===== src/rtl/alu_frame_pkg.sv =====
// Shared types and constants for the framed UART ALU controller.
package alu_frame_pkg;

  typedef enum logic [3:0] {
    S_IDLE,
    S_OP,
    S_A,
    S_B,
    S_CHK,
    S_EXEC,
    S_SEND,
    S_WAIT_HI,
    S_WAIT_LO
  } state_t;

  localparam logic [7:0] ST_OK  = 8'h80;
  localparam logic [7:0] ST_CHK = 8'hE1;
  localparam logic [7:0] ST_OP  = 8'hE2;
  localparam logic [7:0] ST_TMO = 8'hE3;

  localparam logic [7:0] DEFAULT_SYNC_BYTE = 8'hA5;

endpackage


===== src/rtl/byte_timeout_timer.sv =====
// Inter-byte watchdog: counts enabled cycles since the last clear and flags expiry.
module byte_timeout_timer #(
  parameter int TIMEOUT_CYC = 100000
) (
  input  logic clk,
  input  logic rst,
  input  logic enable,
  input  logic clear,
  output logic expired
);

  localparam int            CW   = $clog2(TIMEOUT_CYC);
  localparam logic [CW-1:0] LAST = CW'(TIMEOUT_CYC - 1);

  logic [CW-1:0] count;

  always_ff @(posedge clk or posedge rst) begin
    if (rst) begin
      count <= '0;
    end else if (clear || !enable) begin
      count <= '0;
    end else if (count != LAST) begin
      count <= count + CW'(1);
    end
  end

  // A byte arriving on the expiry cycle wins, so clear masks the flag.
  assign expired = enable && !clear && (count == LAST);

endmodule


===== src/rtl/alu_frame_ctrl.sv =====
// Framed, checksummed command parser between a UART pair and a DATA_W-wide ALU,
// returning a status byte plus the little-endian result or a single error byte.
module alu_frame_ctrl
  import alu_frame_pkg::*;
#(
  parameter int         DATA_W      = 16,
  parameter int         OP_W        = 3,
  parameter logic [7:0] SYNC_BYTE   = DEFAULT_SYNC_BYTE,
  parameter int         TIMEOUT_CYC = 100000
) (
  input  logic              clk,
  input  logic              rst,
  input  logic [7:0]        rx_data,
  input  logic              rx_valid,
  input  logic              tx_busy,
  input  logic [DATA_W-1:0] alu_result,
  input  logic              alu_zero,
  output logic [7:0]        tx_data,
  output logic              tx_start,
  output logic [DATA_W-1:0] alu_a,
  output logic [DATA_W-1:0] alu_b,
  output logic [OP_W-1:0]   alu_op,
  output logic              busy,
  output logic              frame_err
);

  localparam int NB     = DATA_W / 8;
  localparam int CNT_W  = (NB > 1) ? $clog2(NB) : 1;
  localparam int LEFT_W = $clog2(NB + 2);

  localparam logic [CNT_W-1:0]  LAST_BYTE = CNT_W'(NB - 1);
  localparam logic [LEFT_W-1:0] OK_BYTES  = LEFT_W'(NB + 1);

  state_t              state;
  logic [CNT_W-1:0]    byte_cnt;
  logic [7:0]          chk;
  logic                bad_op;
  logic [DATA_W+7:0]   resp_q;
  logic [LEFT_W-1:0]   bytes_left;
  logic                tmo_expired;
  logic                timer_en;

  assign timer_en = (state == S_OP) || (state == S_A) ||
                    (state == S_B)  || (state == S_CHK);

  byte_timeout_timer #(
    .TIMEOUT_CYC (TIMEOUT_CYC)
  ) u_timer (
    .clk     (clk),
    .rst     (rst),
    .enable  (timer_en),
    .clear   (rx_valid),
    .expired (tmo_expired)
  );

  // NOTE: all state and registered outputs use non-blocking assignments so every
  // branch sees the pre-edge values regardless of statement order.
  always_ff @(posedge clk or posedge rst) begin
    if (rst) begin
      state      <= S_IDLE;
      byte_cnt   <= '0;
      chk        <= '0;
      bad_op     <= 1'b0;
      resp_q     <= '0;
      bytes_left <= '0;
      tx_data    <= '0;
      tx_start   <= 1'b0;
      alu_a      <= '0;
      alu_b      <= '0;
      alu_op     <= '0;
      busy       <= 1'b0;
      frame_err  <= 1'b0;
    end else begin
      tx_start  <= 1'b0;
      frame_err <= 1'b0;
      if (tmo_expired) begin
        resp_q     <= {{DATA_W{1'b0}}, ST_TMO};
        bytes_left <= LEFT_W'(1);
        frame_err  <= 1'b1;
        state      <= S_SEND;
      end else begin
        case (state)
          S_IDLE: begin
            if (rx_valid && rx_data == SYNC_BYTE) begin
              chk   <= '0;
              busy  <= 1'b1;
              state <= S_OP;
            end
          end
          S_OP: begin
            if (rx_valid) begin
              alu_op   <= rx_data[OP_W-1:0];
              bad_op   <= |rx_data[7:OP_W];
              chk      <= chk ^ rx_data;
              byte_cnt <= '0;
              state    <= S_A;
            end
          end
          S_A: begin
            if (rx_valid) begin
              alu_a[{byte_cnt, 3'b000} +: 8] <= rx_data;
              chk <= chk ^ rx_data;
              if (byte_cnt == LAST_BYTE) begin
                byte_cnt <= '0;
                state    <= S_B;
              end else begin
                byte_cnt <= byte_cnt + CNT_W'(1);
              end
            end
          end
          S_B: begin
            if (rx_valid) begin
              alu_b[{byte_cnt, 3'b000} +: 8] <= rx_data;
              chk <= chk ^ rx_data;
              if (byte_cnt == LAST_BYTE) begin
                byte_cnt <= '0;
                state    <= S_CHK;
              end else begin
                byte_cnt <= byte_cnt + CNT_W'(1);
              end
            end
          end
          S_CHK: begin
            if (rx_valid) begin
              if (bad_op || rx_data != chk) begin
                resp_q     <= {{DATA_W{1'b0}}, (bad_op ? ST_OP : ST_CHK)};
                bytes_left <= LEFT_W'(1);
                frame_err  <= 1'b1;
                state      <= S_SEND;
              end else begin
                state <= S_EXEC;
              end
            end
          end
          S_EXEC: begin
            resp_q     <= {alu_result, ST_OK | {7'b0, alu_zero}};
            bytes_left <= OK_BYTES;
            state      <= S_SEND;
          end
          S_SEND: begin
            if (!tx_busy) begin
              tx_data    <= resp_q[7:0];
              tx_start   <= 1'b1;
              resp_q     <= resp_q >> 8;
              bytes_left <= bytes_left - LEFT_W'(1);
              state      <= S_WAIT_HI;
            end
          end
          S_WAIT_HI: begin
            if (tx_busy) state <= S_WAIT_LO;
          end
          S_WAIT_LO: begin
            if (!tx_busy) begin
              if (bytes_left != '0) begin
                state <= S_SEND;
              end else begin
                busy  <= 1'b0;
                state <= S_IDLE;
              end
            end
          end
          default: state <= S_IDLE;
        endcase
      end
    end
  end

endmodule


===== config.mk =====
export PLATFORM = sky130hd
export DESIGN_NAME = alu_frame_ctrl
export DESIGN_NICKNAME = d
export VERILOG_FILES = /design/src/rtl/alu_frame_pkg.sv /design/src/rtl/byte_timeout_timer.sv /design/src/rtl/alu_frame_ctrl.sv
export SDC_FILE = /design/constraint.sdc
export NUM_CORES = 1
export LEC_CHECK = 0
export CAP_MARGIN = 20
export CORE_MARGIN = 5
export CORE_UTILIZATION = 58
export CTS_CLUSTER_DIAMETER = 60
export DETAILED_ROUTE_END_ITERATION = 10
export PLACE_DENSITY = 0.95
export SYNTH_ARGS = -nofsm -noshare
export SYNTH_HDL_FRONTEND = slang
export SYNTH_SLANG_ARGS = --single-unit
export TNS_END_PERCENT = 50

===== constraint.sdc =====
create_clock -name clk -period 8.8 [get_ports clk]
set_clock_uncertainty 0.2 [all_clocks]
set_input_delay 1.32 -clock clk [delete_from_list [all_inputs] [get_ports clk]]
set_output_delay 1.32 -clock clk [all_outputs]
set_load 0.01 [all_outputs]

==> flow_summary_export.csv <==
group,metric,value,unit
run_status,outcome,"finished clean",
min_path,hp-class,"reg2reg",
setup_path,crit_required,8.84,ns
yosys,synthMuxAreaShare,13.4,%
yosys,synth_most_common_cell,"dfrtp_1",
clocking,worstSkewPairLatency,0.37,ns
drt,viasPerCell,6.01,
pwr,powerDensity,328,nW/um2
clocking,root_buffer,"clkbuf_8",
yosys,synthSimpleGateAreaFrac,13.4,%
sta,layout_min_cycle_time,4.02,ns
yosys,synth_edf_count,0,
yosys,synth_compound_area_share,11.0,%
global_routing,antenna_found_initial,0,
floorplanning,fp.dieW,100,um
yosys,synth_top_family_by_area,"multiplexers",
pwr,combPwrFrac,43.1,%
pwr,p_int,1190,uW
drt,drtPass1Iterations,7,
yosys,synth.cell_area,4710,um2
clocking,clk_pin_slew,0.10,ns
yosys,ys_types,55,
placed_design,dp_slack,4.43,ns
sta,final_max_slew_viol_count,0,
yosys,ys_seq_area_share,54.8,%
pwr,peakVddDrop,0.204,mV
clocking,post-cts-setup-buffers,0,
sta,min_period_over_period,45.7,%
floorplanning,core-area,7810,um2
floorplanning,die_y,100,um
floorplanning,start_util,60.3,%
sta,worst_pin_slew,0.829,ns
global_routing,grtUsageTotal,22.3,%
placed_design,dp_hpwl,7.17,mm
pwr,p_sw,669,uW
sta,fin_tns_setup,0,ns
drt,routed_wirelength,10.4,mm
sta,rsz0062_at_grt,"false",
yosys,ys.warnings.count,0,
clocking,cts_sinks,103,
layout,area_delta_synth_final,20.6,%
sta,max_freq,249,MHz
sta,finalSetupViolCount,0,
layout,nets,491,
placed_design,port_buffers,74,
drt,drc,0,
drt,postRouteAntennaNets,0,
global_routing,grt_start_max_net_pins,69,
yosys,avgSynthCellArea,12.0,um2
clocking,ctsHoldBuffers,0,
setup_path,worstSetupPathType,"in2reg",
clocking,cts_tree,"yes",
yosys,synth.top_cells.by_area,"dfrtp_1, mux2_2, a22o_1",
yosys,ys_ff_latch,103,
yosys,synth_top_area_share,54.8,%
pwr,pwr-share-clk,14.7,%
yosys,synthXorXnorAreaFrac,4.07,%
yosys,async_flop_share,100,%
drt,dr.first_iter.drc_count,310,
setup_path,cp-end-kind,"flop",
yosys,syn-num-nets,424,
clocking,max-clock-path-buffers,2,
clocking,htreeDepth,3,
sta,slew_headroom,44.5,%
placed_design,place.gp.congestion,0.870,
yosys,ys_top_cells_by_count,"dfrtp_1, mux2_2, nor2_1",
clocking,cts_buffers,9,
global_routing,grt_pass1_wl,18.0,mm
floorplanning,rows,32,
yosys,synth_ff_type,"dfrtp_1",
global_routing,overflow,0,
pwr,p_sw_share,35.9,%
setup_path,start_kind,"input port",
floorplanning,die-area,10000,um2
pwr,total_power,1860,uW
pwr,p_leak,0.00250,uW
sta,finalHoldViolCount,0,
layout,layout-drive-gt1-share,16.6,%
setup_path,arrival,4.06,ns
yosys,synth_fa_ha_area_share,0.532,%
floorplanning,pin_count,75,
drt,wire_per_inst,18.3,um
sta,setup_ws,4.78,ns
clocking,post_cts_resized,0,
setup_path,path_max_fanout,26,
yosys,synth_cells,393,
global_routing,grt_pass1_vias,3678,
pwr,pwr-share-seq,42.2,%
flow_run,cap_violations,0,
yosys,yosysTopAreaCell,"dfrtp_1",
layout,fill_cells,532,
layout,diodes,0,
drt,vias,3410,
==> final timing paths <==
check | start | end | slack (ns) | cells past startpoint
worst max-delay path | rx_data[7] | resp_q[9]$_DFFE_PP0P_ | 4.78 | 7
worst min-delay path | resp_q[12]$_DFFE_PP0P_ | resp_q[4]$_DFFE_PP0P_ | 0.29 | 1
worst max register to register | state[1]$_DFFE_PP0P_ | resp_q[9]$_DFFE_PP0P_ | 5.51 | 5
worst min register to register | resp_q[12]$_DFFE_PP0P_ | resp_q[4]$_DFFE_PP0P_ | 0.29 | 1
max in group asynchronous | rst | bad_op$_DFFE_PP0P_ | 6.10 | 3
min in group asynchronous | rst | alu_b[6]$_DFFE_PP0P_ | 1.10 | 2
==> placed cells by master, fill, tap and decap left out, types with 2 or more instances in the layout <==
| cell type | Yosys | layout |
|---|---|---|
| a21o_1 | 8 | 8 |
| a21oi_1 | 7 | 7 |
| a22o_1 | 17 | 17 |
| a22oi_1 | 3 | 3 |
| a32oi_1 | 2 | 2 |
| and2_1 | 2 | 2 |
| and3_1 | 2 | 2 |
| and4_1 | 5 | 5 |
| buf_4 | 3 | 2 |
| clkbuf_8 | 0 | 10 |
| clkdlybuf4s50_1 | 0 | 74 |
| dfrtp_1 | 103 | 103 |
| ha_1 | 2 | 2 |
| inv_1 | 9 | 8 |
| inv_6 | 0 | 2 |
| mux2_2 | 49 | 49 |
| mux2_4 | 2 | 2 |
| mux2i_1 | 5 | 5 |
| nand2_1 | 18 | 18 |
| nand2b_1 | 3 | 3 |
| nand3_1 | 9 | 9 |
| nand4_1 | 7 | 7 |
| nand4b_1 | 3 | 3 |
| nor2_1 | 26 | 26 |
| nor2b_1 | 8 | 8 |
| nor3_1 | 8 | 7 |
| nor3b_1 | 9 | 9 |
| nor4b_1 | 3 | 3 |
| o21ai_0 | 17 | 17 |
| or3_1 | 3 | 3 |
| xnor2_1 | 8 | 8 |
| xor2_1 | 12 | 12 |
==> worst max-delay path: stages <==
cell,delay [ns]
clkdlybuf4s50_1,0.68
xnor2_2,0.15
nand4_1,0.11
or4_4,0.53
o21ba_4,0.23
o21ai_4,0.61
mux2_2,0.42
==> power by group through the flow <==
| stage | clock network [uW] | registers [uW] | logic (uW) |
|---|---|---|---|
| after floorplan | 0 | 787 | 483 |
| after global placement | 0 | 779 | 768 |
| after detailed placement | 0 | 790 | 794 |
| after CTS | 280 | 783 | 806 |
| after global routing | 298 | 807 | 877 |
| final | 275 | 786 | 803 |
==> area by class of cell <==
type / count / area [um2] / area share, %
Tap cell: 102 / 128 / 2.25
Clock inverter: 5 / 38.8 / 0.683
Clock buffer: 11 / 141 / 2.49
Sequential cell: 103 / 2580 / 45.4
Inverter: 9 / 36.3 / 0.639
Multi-Input combinational cell: 261 / 2000 / 35.2
Timing Repair Buffer: 76 / 756 / 13.3
==> metal layers <==
layer | global-route usage [%] | vias up | share of wire, %
met1 | 28.0 | 1685 | 40
met5 | 0 | - | 0
met4 | 6.11 | 0 | 1.6
li1 | - | 1554 | -
met2 | 38.0 | 144 | 52
met3 | 6.32 | 27 | 7.2
==> cell families (layout without fill, tap and decap cells) <==
logic type | Yosys count | after routing
adders and majority gates | 2 | 2
AOI/OAI and AO/OA | 69 | 69
DFF | 103 | 103
xor gates and xnor gates | 21 | 21
buffers and inverters | 29 | 101
muxes | 56 | 56
and+or+nand+nor | 113 | 113
==> through the flow <==
step | hold WS [ns] | cells | area [um2] | util, %
finish | 0.295 | 567 | 5680 | 72.7
global route | 0.334 | 567 | 5680 | 72.7
CTS | 0.300 | 567 | 5680 | 72.7
detailed placement | 0.282 | 551 | 5500 | 70.4
global placement | 0.271 | 551 | 5500 | 70.4
floorplan | 0.252 | 393 | 4710 | -
==> flip-flops by register name (all words and copies together), names as in the netlist <==
signal / flops
busy: 1
bytes_left: 2
alu_op: 3
frame_err: 1
chk: 8
tx_data: 8
resp_q: 24
u_timer.count: 17
state: 4
alu_a: 16
bad_op: 1
tx_start: 1
alu_b: 16
byte_cnt: 1
(Power assumes the default switching activity.)
